==> config.mk <==
export PLATFORM = sky130hd
export DESIGN_NAME = vga_apb_blitter_flat
export DESIGN_NICKNAME = d
export VERILOG_FILES = /design/src/rtl/vga_apb_blitter_if.sv /design/src/rtl/vga_apb_blitter.sv /design/src/flat_wrapper.sv
export SDC_FILE = /design/constraint.sdc
export NUM_CORES = 1
export LEC_CHECK = 0
export BUFFER_PORTS_ARGS = -buffer_cell sky130_fd_sc_hd__buf_2
export CAP_MARGIN = 30
export CORE_MARGIN = 2
export CORE_UTILIZATION = 40
export DETAILED_ROUTE_END_ITERATION = 7
export GPL_TIMING_DRIVEN = 0
export MAX_ROUTING_LAYER = met4
export RECOVER_POWER = 50
export SYNTH_ARGS = -nofsm -noshare
export SYNTH_HDL_FRONTEND = slang
export SYNTH_SLANG_ARGS = --single-unit
==> constraint.sdc <==
create_clock -name clk_i -period 4.75 [get_ports clk_i]
set_input_delay 0.2375 -clock clk_i [delete_from_list [all_inputs] [get_ports clk_i]]
set_output_delay 0.2375 -clock clk_i [all_outputs]
set_load 0.02 [all_outputs]
==> src/rtl/vga_apb_blitter_if.sv <==
// vga_apb_blitter_if -- bus bundle for the blitter.
// Carries the APB slave port (paddr/pwdata/pwrite/psel/penable in,
// prdata/pready/pslverr out) and the framebuffer write-side port
// (fb_req/fb_we/fb_addr/fb_wdata out, fb_rdata/fb_ack in). Signal suffixes
// are from the blitter's point of view.
//   slave  : the blitter
//   master : APB master + framebuffer RAM (system side / testbench)
interface vga_apb_blitter_if;
  logic [31:0] apb_paddr_i;
  logic [31:0] apb_pwdata_i;
  logic        apb_pwrite_i;
  logic        apb_psel_i;
  logic        apb_penable_i;
  logic [31:0] apb_prdata_o;
  logic        apb_pready_o;
  logic        apb_pslverr_o;
  logic        fb_req_o;
  logic        fb_we_o;
  logic [31:0] fb_addr_o;
  logic [31:0] fb_wdata_o;
  logic [31:0] fb_rdata_i;
  logic        fb_ack_i;

  modport slave (
    input  apb_paddr_i, apb_pwdata_i, apb_pwrite_i, apb_psel_i, apb_penable_i,
    output apb_prdata_o, apb_pready_o, apb_pslverr_o,
    output fb_req_o, fb_we_o, fb_addr_o, fb_wdata_o,
    input  fb_rdata_i, fb_ack_i
  );

  modport master (
    output apb_paddr_i, apb_pwdata_i, apb_pwrite_i, apb_psel_i, apb_penable_i,
    input  apb_prdata_o, apb_pready_o, apb_pslverr_o,
    input  fb_req_o, fb_we_o, fb_addr_o, fb_wdata_o,
    output fb_rdata_i, fb_ack_i
  );
endinterface

==> src/rtl/vga_apb_blitter.sv <==
// vga_apb_blitter -- APB-programmed pixel / rectangle fill engine.
// Walks a rectangle in raster order and read-modify-writes each visible pixel
// of BPP bits in a 32-bit-word framebuffer; off-screen pixels are skipped and
// flagged in STATUS.CLIP.
// Ports:
//   clk_i, rstn_i : clock, asynchronous active-low reset
//   bus           : vga_apb_blitter_if.slave (APB slave + framebuffer master)
//   irq_o         : STATUS.DONE & IRQEN (only when VGA_BLIT_IRQ_EN is defined)
// Registers: 0x00 CTRL (W: [0]START [1]MODE), 0x04 XY, 0x08 WH, 0x0C COLOR,
//   0x10 STATUS ([0]BUSY [1]CLIP [2]DONE W1C), 0x14 IRQEN (VGA_BLIT_IRQ_EN only).
// Build option: VGA_BLIT_IRQ_EN adds irq_o and the IRQEN register.
module vga_apb_blitter #(
  parameter int unsigned SCREEN_WIDTH  = 640,
  parameter int unsigned SCREEN_HEIGHT = 480,
  parameter int unsigned BPP           = 8,
  parameter logic [31:0] FB_BASE       = 32'h0
) (
  input  logic              clk_i,
  input  logic              rstn_i,
  vga_apb_blitter_if.slave  bus
`ifdef VGA_BLIT_IRQ_EN
  ,
  output logic              irq_o
`endif
);

  if (!(BPP == 1 || BPP == 2 || BPP == 4 || BPP == 8 || BPP == 16 || BPP == 32)) begin : g_bad_bpp
    $error("vga_apb_blitter: BPP must be 1, 2, 4, 8, 16 or 32");
  end

  localparam logic [31:0] LANE_MASK = 32'((64'd1 << BPP) - 64'd1);

  typedef enum logic [2:0] {S_IDLE, S_SETUP, S_RD, S_WR, S_STEP, S_FIN} state_e;

  state_e           state_q, state_d;
  logic [31:0]      xy_q, wh_q;
  logic [BPP-1:0]   color_q;
  logic             busy_q, clip_q, done_q;
  logic [15:0]      ox_q;               // rectangle left edge, reloaded at each new row
  logic [16:0]      cx_q, cy_q;         // current pixel, 17 bits so x0+w never wraps
  logic [16:0]      ex_q, ey_q;         // exclusive end coordinates
  logic             zero_q;             // empty rectangle
  logic [31:0]      fb_addr_q, wdata_q;
  logic [4:0]       off_q;
`ifdef VGA_BLIT_IRQ_EN
  logic             irqen_q;
`endif

  // ---------------- APB decode ----------------
  logic [4:0]  apb_off;
  logic        apb_acc, addr_ok, apb_err, apb_wr, start;
  logic [31:0] rdata;
  logic [15:0] st_w, st_h;
  logic        unused_addr;

  assign apb_off     = bus.apb_paddr_i[4:0];
  assign unused_addr = ^bus.apb_paddr_i[31:5];
  assign apb_acc     = bus.apb_psel_i & bus.apb_penable_i;
`ifdef VGA_BLIT_IRQ_EN
  assign addr_ok = (bus.apb_paddr_i[1:0] == 2'b00) && (apb_off <= 5'h14);
`else
  assign addr_ok = (bus.apb_paddr_i[1:0] == 2'b00) && (apb_off <= 5'h10);
`endif
  // STATUS only accepts the W1C form; operand registers are frozen while busy.
  assign apb_err = apb_acc && (!addr_ok || (bus.apb_pwrite_i &&
                   ((apb_off == 5'h10 && !bus.apb_pwdata_i[2]) || (busy_q && apb_off <= 5'h0C))));
  assign apb_wr  = apb_acc && bus.apb_pwrite_i && !apb_err;
  assign start   = apb_wr && (apb_off == 5'h00) && bus.apb_pwdata_i[0];
  // Pixel mode is a 1x1 rectangle.
  assign st_w    = bus.apb_pwdata_i[1] ? wh_q[15:0]  : 16'd1;
  assign st_h    = bus.apb_pwdata_i[1] ? wh_q[31:16] : 16'd1;

  always_comb begin
    rdata = '0;
    if (apb_acc && !bus.apb_pwrite_i && addr_ok) begin
      case (apb_off)
        5'h04:   rdata = xy_q;
        5'h08:   rdata = wh_q;
        5'h0C:   rdata = 32'(color_q);
        5'h10:   rdata = {29'b0, done_q, clip_q, busy_q};
`ifdef VGA_BLIT_IRQ_EN
        5'h14:   rdata = {31'b0, irqen_q};
`endif
        default: rdata = '0;
      endcase
    end
  end

  assign bus.apb_prdata_o  = rdata;
  assign bus.apb_pready_o  = apb_acc;
  assign bus.apb_pslverr_o = apb_err;

  // ---------------- pixel address / merge ----------------
  logic [31:0] pix_idx, pix_bit, pix_addr, pix_mask, color_sh, merged;
  logic        offscreen, x_last, y_last;

  assign pix_idx   = 32'(cy_q) * 32'(SCREEN_WIDTH) + 32'(cx_q);
  assign pix_bit   = pix_idx * BPP;
  assign pix_addr  = FB_BASE + {3'b000, pix_bit[31:5], 2'b00};
  assign pix_mask  = LANE_MASK << off_q;
  assign color_sh  = 32'(color_q) << off_q;
  assign merged    = (bus.fb_rdata_i & ~pix_mask) | (color_sh & pix_mask);
  assign offscreen = (cx_q >= 17'(SCREEN_WIDTH)) || (cy_q >= 17'(SCREEN_HEIGHT));
  assign x_last    = (cx_q + 17'd1) == ex_q;
  assign y_last    = (cy_q + 17'd1) == ey_q;

  // ---------------- FSM ----------------
  always_ff @(posedge clk_i or negedge rstn_i) begin
    if (!rstn_i) state_q <= S_IDLE;
    else         state_q <= state_d;
  end

  always_comb begin
    state_d = state_q;
    case (state_q)
      S_IDLE:  if (start) state_d = S_SETUP;
      S_SETUP: begin
        if (zero_q)         state_d = S_FIN;
        else if (offscreen) state_d = S_STEP;
        else if (BPP == 32) state_d = S_WR;   // full-word pixel: no read needed
        else                state_d = S_RD;
      end
      S_RD:    if (bus.fb_ack_i) state_d = S_WR;
      S_WR:    if (bus.fb_ack_i) state_d = S_STEP;
      S_STEP:  state_d = (x_last && y_last) ? S_FIN : S_SETUP;
      S_FIN:   state_d = S_IDLE;
      default: state_d = S_IDLE;
    endcase
  end

  // ---------------- registers / datapath ----------------
  always_ff @(posedge clk_i or negedge rstn_i) begin
    if (!rstn_i) begin
      xy_q <= '0; wh_q <= '0; color_q <= '0;
      busy_q <= 1'b0; clip_q <= 1'b0; done_q <= 1'b0;
      ox_q <= '0; cx_q <= '0; cy_q <= '0; ex_q <= '0; ey_q <= '0; zero_q <= 1'b0;
      fb_addr_q <= '0; wdata_q <= '0; off_q <= '0;
`ifdef VGA_BLIT_IRQ_EN
      irqen_q <= 1'b0;
`endif
    end else begin
      if (apb_wr) begin
        case (apb_off)
          5'h04:   xy_q    <= bus.apb_pwdata_i;
          5'h08:   wh_q    <= bus.apb_pwdata_i;
          5'h0C:   color_q <= bus.apb_pwdata_i[BPP-1:0];
          5'h10:   done_q  <= 1'b0;
`ifdef VGA_BLIT_IRQ_EN
          5'h14:   irqen_q <= bus.apb_pwdata_i[0];
`endif
          default: ;
        endcase
      end
      if (start) begin
        busy_q <= 1'b1;
        clip_q <= 1'b0;
        done_q <= 1'b0;
        ox_q   <= xy_q[15:0];
        cx_q   <= {1'b0, xy_q[15:0]};
        cy_q   <= {1'b0, xy_q[31:16]};
        ex_q   <= {1'b0, xy_q[15:0]}  + {1'b0, st_w};
        ey_q   <= {1'b0, xy_q[31:16]} + {1'b0, st_h};
        zero_q <= (st_w == 16'd0) || (st_h == 16'd0);
      end
      case (state_q)
        S_SETUP: if (!zero_q) begin
          if (offscreen) clip_q <= 1'b1;
          else begin
            fb_addr_q <= pix_addr;
            off_q     <= pix_bit[4:0];
            if (BPP == 32) wdata_q <= 32'(color_q);
          end
        end
        S_RD:   if (bus.fb_ack_i) wdata_q <= merged;
        S_STEP: begin
          if (x_last) begin
            cx_q <= {1'b0, ox_q};
            cy_q <= cy_q + 17'd1;
          end else begin
            cx_q <= cx_q + 17'd1;
          end
        end
        // Placed after the W1C decode so a completing op's DONE wins.
        S_FIN: begin
          busy_q <= 1'b0;
          done_q <= 1'b1;
        end
        default: ;
      endcase
    end
  end

  // req is decoded from state so an async reset drops it immediately.
  assign bus.fb_req_o   = (state_q == S_RD) || (state_q == S_WR);
  assign bus.fb_we_o    = (state_q == S_WR);
  assign bus.fb_addr_o  = fb_addr_q;
  assign bus.fb_wdata_o = wdata_q;

`ifdef VGA_BLIT_IRQ_EN
  assign irq_o = done_q & irqen_q;
`endif

endmodule

==> src/flat_wrapper.sv <==
// flat-port wrapper written by rule: the top's interface ports become plain ports
module vga_apb_blitter_flat 
#(
  parameter int unsigned SCREEN_WIDTH  = 640,
  parameter int unsigned SCREEN_HEIGHT = 480,
  parameter int unsigned BPP           = 8,
  parameter logic [31:0] FB_BASE       = 32'h0
)
  (clk_i, rstn_i, bus_apb_paddr_i, bus_apb_pwdata_i, bus_apb_pwrite_i, bus_apb_psel_i, bus_apb_penable_i, bus_apb_prdata_o, bus_apb_pready_o, bus_apb_pslverr_o, bus_fb_req_o, bus_fb_we_o, bus_fb_addr_o, bus_fb_wdata_o, bus_fb_rdata_i, bus_fb_ack_i);
  vga_apb_blitter_if bus_i ();
  input  logic clk_i;
  input  logic rstn_i;
  input wire logic [$bits(bus_i.apb_paddr_i)-1:0] bus_apb_paddr_i;
  input wire logic [$bits(bus_i.apb_pwdata_i)-1:0] bus_apb_pwdata_i;
  input wire logic [$bits(bus_i.apb_pwrite_i)-1:0] bus_apb_pwrite_i;
  input wire logic [$bits(bus_i.apb_psel_i)-1:0] bus_apb_psel_i;
  input wire logic [$bits(bus_i.apb_penable_i)-1:0] bus_apb_penable_i;
  output wire logic [$bits(bus_i.apb_prdata_o)-1:0] bus_apb_prdata_o;
  output wire logic [$bits(bus_i.apb_pready_o)-1:0] bus_apb_pready_o;
  output wire logic [$bits(bus_i.apb_pslverr_o)-1:0] bus_apb_pslverr_o;
  output wire logic [$bits(bus_i.fb_req_o)-1:0] bus_fb_req_o;
  output wire logic [$bits(bus_i.fb_we_o)-1:0] bus_fb_we_o;
  output wire logic [$bits(bus_i.fb_addr_o)-1:0] bus_fb_addr_o;
  output wire logic [$bits(bus_i.fb_wdata_o)-1:0] bus_fb_wdata_o;
  input wire logic [$bits(bus_i.fb_rdata_i)-1:0] bus_fb_rdata_i;
  input wire logic [$bits(bus_i.fb_ack_i)-1:0] bus_fb_ack_i;
  assign bus_i.apb_paddr_i = bus_apb_paddr_i;
  assign bus_i.apb_pwdata_i = bus_apb_pwdata_i;
  assign bus_i.apb_pwrite_i = bus_apb_pwrite_i;
  assign bus_i.apb_psel_i = bus_apb_psel_i;
  assign bus_i.apb_penable_i = bus_apb_penable_i;
  assign bus_apb_prdata_o = bus_i.apb_prdata_o;
  assign bus_apb_pready_o = bus_i.apb_pready_o;
  assign bus_apb_pslverr_o = bus_i.apb_pslverr_o;
  assign bus_fb_req_o = bus_i.fb_req_o;
  assign bus_fb_we_o = bus_i.fb_we_o;
  assign bus_fb_addr_o = bus_i.fb_addr_o;
  assign bus_fb_wdata_o = bus_i.fb_wdata_o;
  assign bus_i.fb_rdata_i = bus_fb_rdata_i;
  assign bus_i.fb_ack_i = bus_fb_ack_i;
  vga_apb_blitter #(.SCREEN_WIDTH(SCREEN_WIDTH), .SCREEN_HEIGHT(SCREEN_HEIGHT), .BPP(BPP), .FB_BASE(FB_BASE)) u_core (.clk_i(clk_i), .rstn_i(rstn_i), .bus(bus_i));
endmodule
After elaboration in Yosys (flattened, before gate mapping)
Index checks and enable logic that the tools add are counted.
{"block": "classes", "addsub": 5, "n_mul": 1, "div": 0, "order_cmp": 4, "eq_ne": 14, "shifts": 2, "muxes": 27, "bitwise": 7, "n_reduce_logical": 37}
{"op": "32-bit one-hot mux with 4 select lines", "count": 1}
{"op": "17-bit two-way mux", "count": 6}
{"op": "32-bit AND", "count": 2}
{"op": "16-bit by 16-bit adder with 17-bit output", "count": 2}
{"op": "17-bit by 1-bit adder with 17-bit output (second input constant)", "count": 2}
{"op": "17-bit equality test", "count": 2}
{"op": "16-bit logical NOT", "count": 2}
{"op": "16-bit two-way mux", "count": 2}
{"op": "32-bit two-way mux", "count": 1}
{"op": "32-bit inverter", "count": 1}
{"op": "32-bit bitwise OR", "count": 1}
{"op": "8-bit by 5-bit left shift with 32-bit output", "count": 1}
{"op": "8-bit by 5-bit left shift with 32-bit output (first input constant)", "count": 1}
{"op": "27-bit by 17-bit adder with 28-bit output", "count": 1}
{"op": "17-bit by 3-bit multiplier with 20-bit output (second input constant)", "count": 1}
{"op": "3-bit two-way mux", "count": 6}
{"op": "17-bit by 10-bit greater-or-equal comparator with 1-bit output (second input constant)", "count": 1}
{"op": "17-bit by 9-bit greater-or-equal comparator with 1-bit output (second input constant)", "count": 1}
{"op": "3-bit one-hot mux with 5 select lines", "count": 1}
{"op": "1-bit logical AND", "count": 12}
{"op": "5-bit by 4-bit equality test with 1-bit output (second input constant)", "count": 2}
{"op": "1-bit two-way mux", "count": 10}
{"op": "2-bit AND reduction", "count": 5}
{"op": "3-bit by 2-bit equality test with 1-bit output (second input constant)", "count": 2}
{"op": "other kinds (18)", "count": 31}
{"block": "word_totals", "regBits": 224, "latchBits": 0, "mem_bits_rw": 0, "mem_bits_ro": 0, "elab_cells": 113, "memories": 0}

Longest topological paths before layout
{"block": "logic_depth", "ltp_word": 14, "depth_mapped": 17, "mapped_depth_nobuf": 17}

Worst setup path before layout
Ideal clock, no wire load.
{"block": "synth_timing", "kind": "register -> register", "from": "register u_core.cy_q[3]", "to": "register u_core.fb_addr_q[24], in the netlist u_core.bus.fb_addr_o[24]", "setup_time_ns": 0.083, "arrival_time_ns": 3.363, "required_ns": 4.667, "slack_ns": 1.305, "path_stages_with_launch": 17, "n_path_buf": 0, "path_cell_list": "dfrtp_1 ha_1 ha_1 inv_1 fa_1 nand2b_1 a21oi_1 nor2_1 xnor2_1 ha_1 and2_1 a22oi_1 o21ai_0 o21a_1 and3_1 xnor2_1 o21ai_0"}
{"block": "synth_via", "elab_chain_cells": 4, "word_cells_on_any_way": 6, "classes_between": "add/sub (1); mul (1); order compare (1); bitwise (1); reduce/logical (2)"}
{"item": "start, declared", "line_no": "vga_apb_blitter.sv:40", "source": "logic [16:0] cx_q, cy_q;"}
{"item": "start signal, assigned", "line_no": "vga_apb_blitter.sv:160", "source": "cy_q <= {1'b0, xy_q[31:16]};"}
{"item": "start signal, assigned", "line_no": "vga_apb_blitter.sv:178", "source": "cy_q <= cy_q + 17'd1;"}
{"item": "branches (longest 4 deep; another with 27-bit by 17-bit adder with 28-bit output)"}
{"item": "end signal, assigned", "line_no": "vga_apb_blitter.sv:169", "source": "fb_addr_q <= pix_addr;"}
{"item": "end, declared", "line_no": "vga_apb_blitter.sv:43", "source": "logic [31:0] fb_addr_q, wdata_q;"}
Parallel ways; which one is timed is not known.
A chain may end at the register's enable or synchronous reset.

Worst setup path in the final report
Same ends and word-level chain as after synthesis.

==> run summary <==
Hold Crit Class -> primary input to flip-flop
Warning count from the yosys run -> 0
Die span in y -> 191.9 um
Area leader, netlist -> sky130_fd_sc_hd__dfrtp_1
Worst slew margin relative to its limit -> -65.03%
Number of cells in the finished layout apart from fillers -> 2,225
Number of cells upsized or downsized after cts -> 0
CP Data Required Time -> 5150 ps
Data arrival time at the worst-slack endpoint -> 4330 ps
Number of setup buffers added after CTS -> 0
Post-route setup TNS -> 0 ps
Reg-to-reg setup timing slack -> 820 ps
Measured slew at the worst slew-check pin -> 2475 ps
Critical path class -> flip-flop to flip-flop
Unique masters post-synth -> 77
Port Buffers -> 167
Met1 Track Usage GR -> 33.28%
Drt first-iter violations -> 773
Cells after synthesis -> 1,508
Chip width -> 191.9 um
Setup repair after global routing missed its margin -> no
Die area -> 36,820 sq um
Critical path startpoint category -> flip-flop
Reported max-cap violation count -> 1
TritonCTS clock tree -> done
Most congested layer reported by global routing -> met2
Effective utilization at floorplan -> 40.78%
Violated checks -> max-capacitance violations, max-slew violations
Via Count -> 12,050
CP max FO -> 9
Met2 GRT Util -> 35.23%
Peak supply drop -> 295.5 uV
Pleak -> 8.128 nW
Launching point of the worst reg2reg path -> u_core.cy_q[3]
Setup Skew -> 24.12 ps
Hold Crit Start -> bus_fb_rdata_i[18]
Clock-pin slew on the worst setup and hold paths -> 60 ps
Pin count of the biggest net entering global routing -> 103
Min Clock Period, post-route -> 3926 ps
Clock latency on the worst-skew pair -> 540 ps
Standard cell core area -> 34,630 sq um
Antenna violations before repair -> 1
Synth Register Bits -> 223
Buffer levels on the longest clock path -> 3
Met3 routing resource usage after global routing -> 2.521%
Via density -> 5.414
GR Util All Layers -> 23.28%
Proportion of synthesized flip-flops having asynchronous set or reset -> 100.0%
Antenna viol nets, final -> 0
Global-route wire length before repair -> 65,490 um
Final routed DRC violation total -> 0
Fraction of final layout cells sized beyond drive strength 1 -> 17.02%
Final Wtd Congestion -> 0.8989
Synth top area share -> 39.52%
Remaining global-route overflow -> 0
Number of H-tree levels -> 1
Tcrit/Tclk final -> 82.66%
Number of buffers added by the clock tree synthesis step -> 27
Number of enable flip-flop cells after synthesis -> 0
CP endpoint kind -> flip-flop
Most used flip-flop cell after synthesis -> sky130_fd_sc_hd__dfrtp_1
Synth area leaders -> sky130_fd_sc_hd__dfrtp_1 (40%), sky130_fd_sc_hd__ha_1 (6.7%), sky130_fd_sc_hd__mux2_2 (6.2%), sky130_fd_sc_hd__nand2_1 (5.3%), sky130_fd_sc_hd__xnor2_1 (4.0%)
Number of iterations in the first detailed-routing pass -> 5
Worst setup startpoint -> u_core.cy_q[3]
Placed instance count -> 2,138
Core Rows -> 68
Per-instance average area after synthesis -> 9.364 sq um
Worst Setup Slack post-DPL -> 872.3 ps
Routed WL -> 41,270 um
Result of the run -> complete, but fails checks
Syn Std Cell Area -> 14,120 sq um
Final critical-path setup slack -> 823.7 ps
Fill count -> 3,309
Ports -> 202
# clock sinks -> 223
Routed length per instance -> 18.55 um
Number of nets in the layout -> 1,932
Setup violation total in the final timing report -> 0
Clock tree root buffer cell -> sky130_fd_sc_hd__clkbuf_16
Final-report max-slew violation count -> 43
Number of failing hold endpoints at the final stage -> 0
Via count of the first global-routing pass -> 11,860
Sequential cell area fraction in the yosys report -> 39.52%
Detailed placement HPWL -> 31,520 um
Peak Freq -> 0.2547 GHz
Total power divided by cell area -> 299.1 nW/um^2
Syn-to-layout area delta -> 18.96%
flip-flops by register name, summed over array words and instances (netlist names), 2 cells and up:
name                   flops
u_core.cx_q               17
u_core.ox_q               16
u_core.ex_q               17
u_core.bus.fb_wdata_o     32
u_core.ey_q               17
u_core.color_q             8
u_core.bus.fb_addr_o      26
u_core.state_q             3
u_core.wh_q               32
u_core.off_q               2
u_core.cy_q               17
u_core.xy_q               32
cells in the mapped netlist (all sizes together), types with 10 or more instances:
| cell type | number |
|---|---|
| xor2 | 45 |
| or3 | 15 |
| ha | 76 |
| a22oi | 33 |
| nand2b | 14 |
| mux2 | 78 |
| nand2 | 200 |
| o21a | 14 |
| clkbuf | 53 |
| inv | 38 |
| a211oi | 14 |
| a21oi | 84 |
| o21ai | 102 |
| and3 | 10 |
| nand4 | 22 |
| nor2b | 10 |
| xnor2 | 65 |
| dfrtp | 223 |
| nor3 | 34 |
| mux2i | 42 |
| and2 | 38 |
| nor2 | 126 |
| nor4 | 15 |
| buf | 23 |
| nand3 | 29 |
routing by layer:
metal	up-vias	routed length [um]
met2	316	18000
li1	5821	-
met3	65	2180
met1	5844	20200
met5	-	0
met4	0	891
layout make-up:
| cell class | instances | area (sq um) | area share, % |
|---|---|---|---|
| Clock buffer | 38 | 797.0 | 4.745 |
| Clock inverter | 10 | 91.34 | 0.5437 |
| Sequential cell | 223 | 5580 | 33.22 |
| Multi-Input combinational cell | 1176 | 8044 | 47.88 |
| Timing Repair Buffer | 208 | 1199 | 7.135 |
| Tap cell | 455 | 569.3 | 3.389 |
| Antenna cell | 1 | 2.502 | 0.01490 |
| Buffer | 76 | 372.9 | 2.220 |
| Inverter | 38 | 142.6 | 0.8491 |
report_power, final:
part           internal [W]  total [W]  leakage, nW  switching, W
logic              0.000363   0.000849         4.75      0.000486
clock network       0.00122    0.00205        0.437      0.000826
registers           0.00200    0.00213         2.94      0.000125
cell usage in the layout, fill, tap and decap left out, drive strengths merged, types with 8 or more instances in the layout:
master and count:
a21o 8, nor4 15, dfrtp 223, xor2 45, a21oi 84, and3 10
nor2 126, clkbuf 140, a31oi 8, inv 39, mux2 78, a22oi 33
buf 144, or3 15, nand3 29, mux2i 42, xnor2 65, ha 76
nor3 34, nand2 200, o21ai 102, nor2b 10, o21a 14, nand2b 14
and2 38, dlygate4sd3 38, a211oi 14, nand4 22
kinds of logic after synthesis:
logic type	after synthesis	share of synthesized area, %
other	1	0.02656
DFF	223	39.52
adders and majority gates	80	7.301
buffers and inverters	114	3.651
xor gates and xnor gates	116	7.797
and+or+nand+nor	533	18.08
AOI/OAI and AO/OA	321	14.43
muxes	120	9.197
through the flow:
step,total power [W],hold WS (ps),util [%],area (sq um)
CTS,0.005088,0.04535,48.76,16890
global placement,0.002982,451.3,44.89,15540
global route,0.005249,18.03,48.51,16800
detailed placement,0.002998,168.7,45.10,15620
floorplan,0.002710,-58.09,-,14140
finish,0.005024,18.68,48.51,16800
worst paths after layout:
check / to / depth (start not counted)
max reg2reg: u_core.bus.fb_addr_o[24] / 16
min: u_core.bus.fb_wdata_o[18] / 3
max in group asynchronous: u_core.wh_q[29] / 3
min in group asynchronous: u_core.bus.fb_addr_o[2] / 2
min reg2reg: u_core.bus.fb_addr_o[3] / 2
max: u_core.bus.fb_addr_o[24] / 16
timing repair:
action                     in CTS  in global routing
hold endpoints to repair      114                  0
setup endpoints to repair       0                  0
hold buffers                   38                  0
worst max-delay path: stages (launching register included):
cell and delay (ps):
sky130_fd_sc_hd__dfrtp_1 500, sky130_fd_sc_hd__ha_1 340, sky130_fd_sc_hd__ha_1 190, sky130_fd_sc_hd__inv_1 70, sky130_fd_sc_hd__fa_1 390, sky130_fd_sc_hd__nand2b_1 180, sky130_fd_sc_hd__a21oi_1 290, sky130_fd_sc_hd__nor2_1 110
sky130_fd_sc_hd__xnor2_1 130, sky130_fd_sc_hd__ha_1 320, sky130_fd_sc_hd__and2_1 190, sky130_fd_sc_hd__a22oi_1 160, sky130_fd_sc_hd__o21ai_0 170, sky130_fd_sc_hd__o21a_1 280, sky130_fd_sc_hd__and3_1 220, sky130_fd_sc_hd__xnor2_1 160
sky130_fd_sc_hd__o21ai_0 90
No activity file was read; power rests on OpenSTA's default activity.
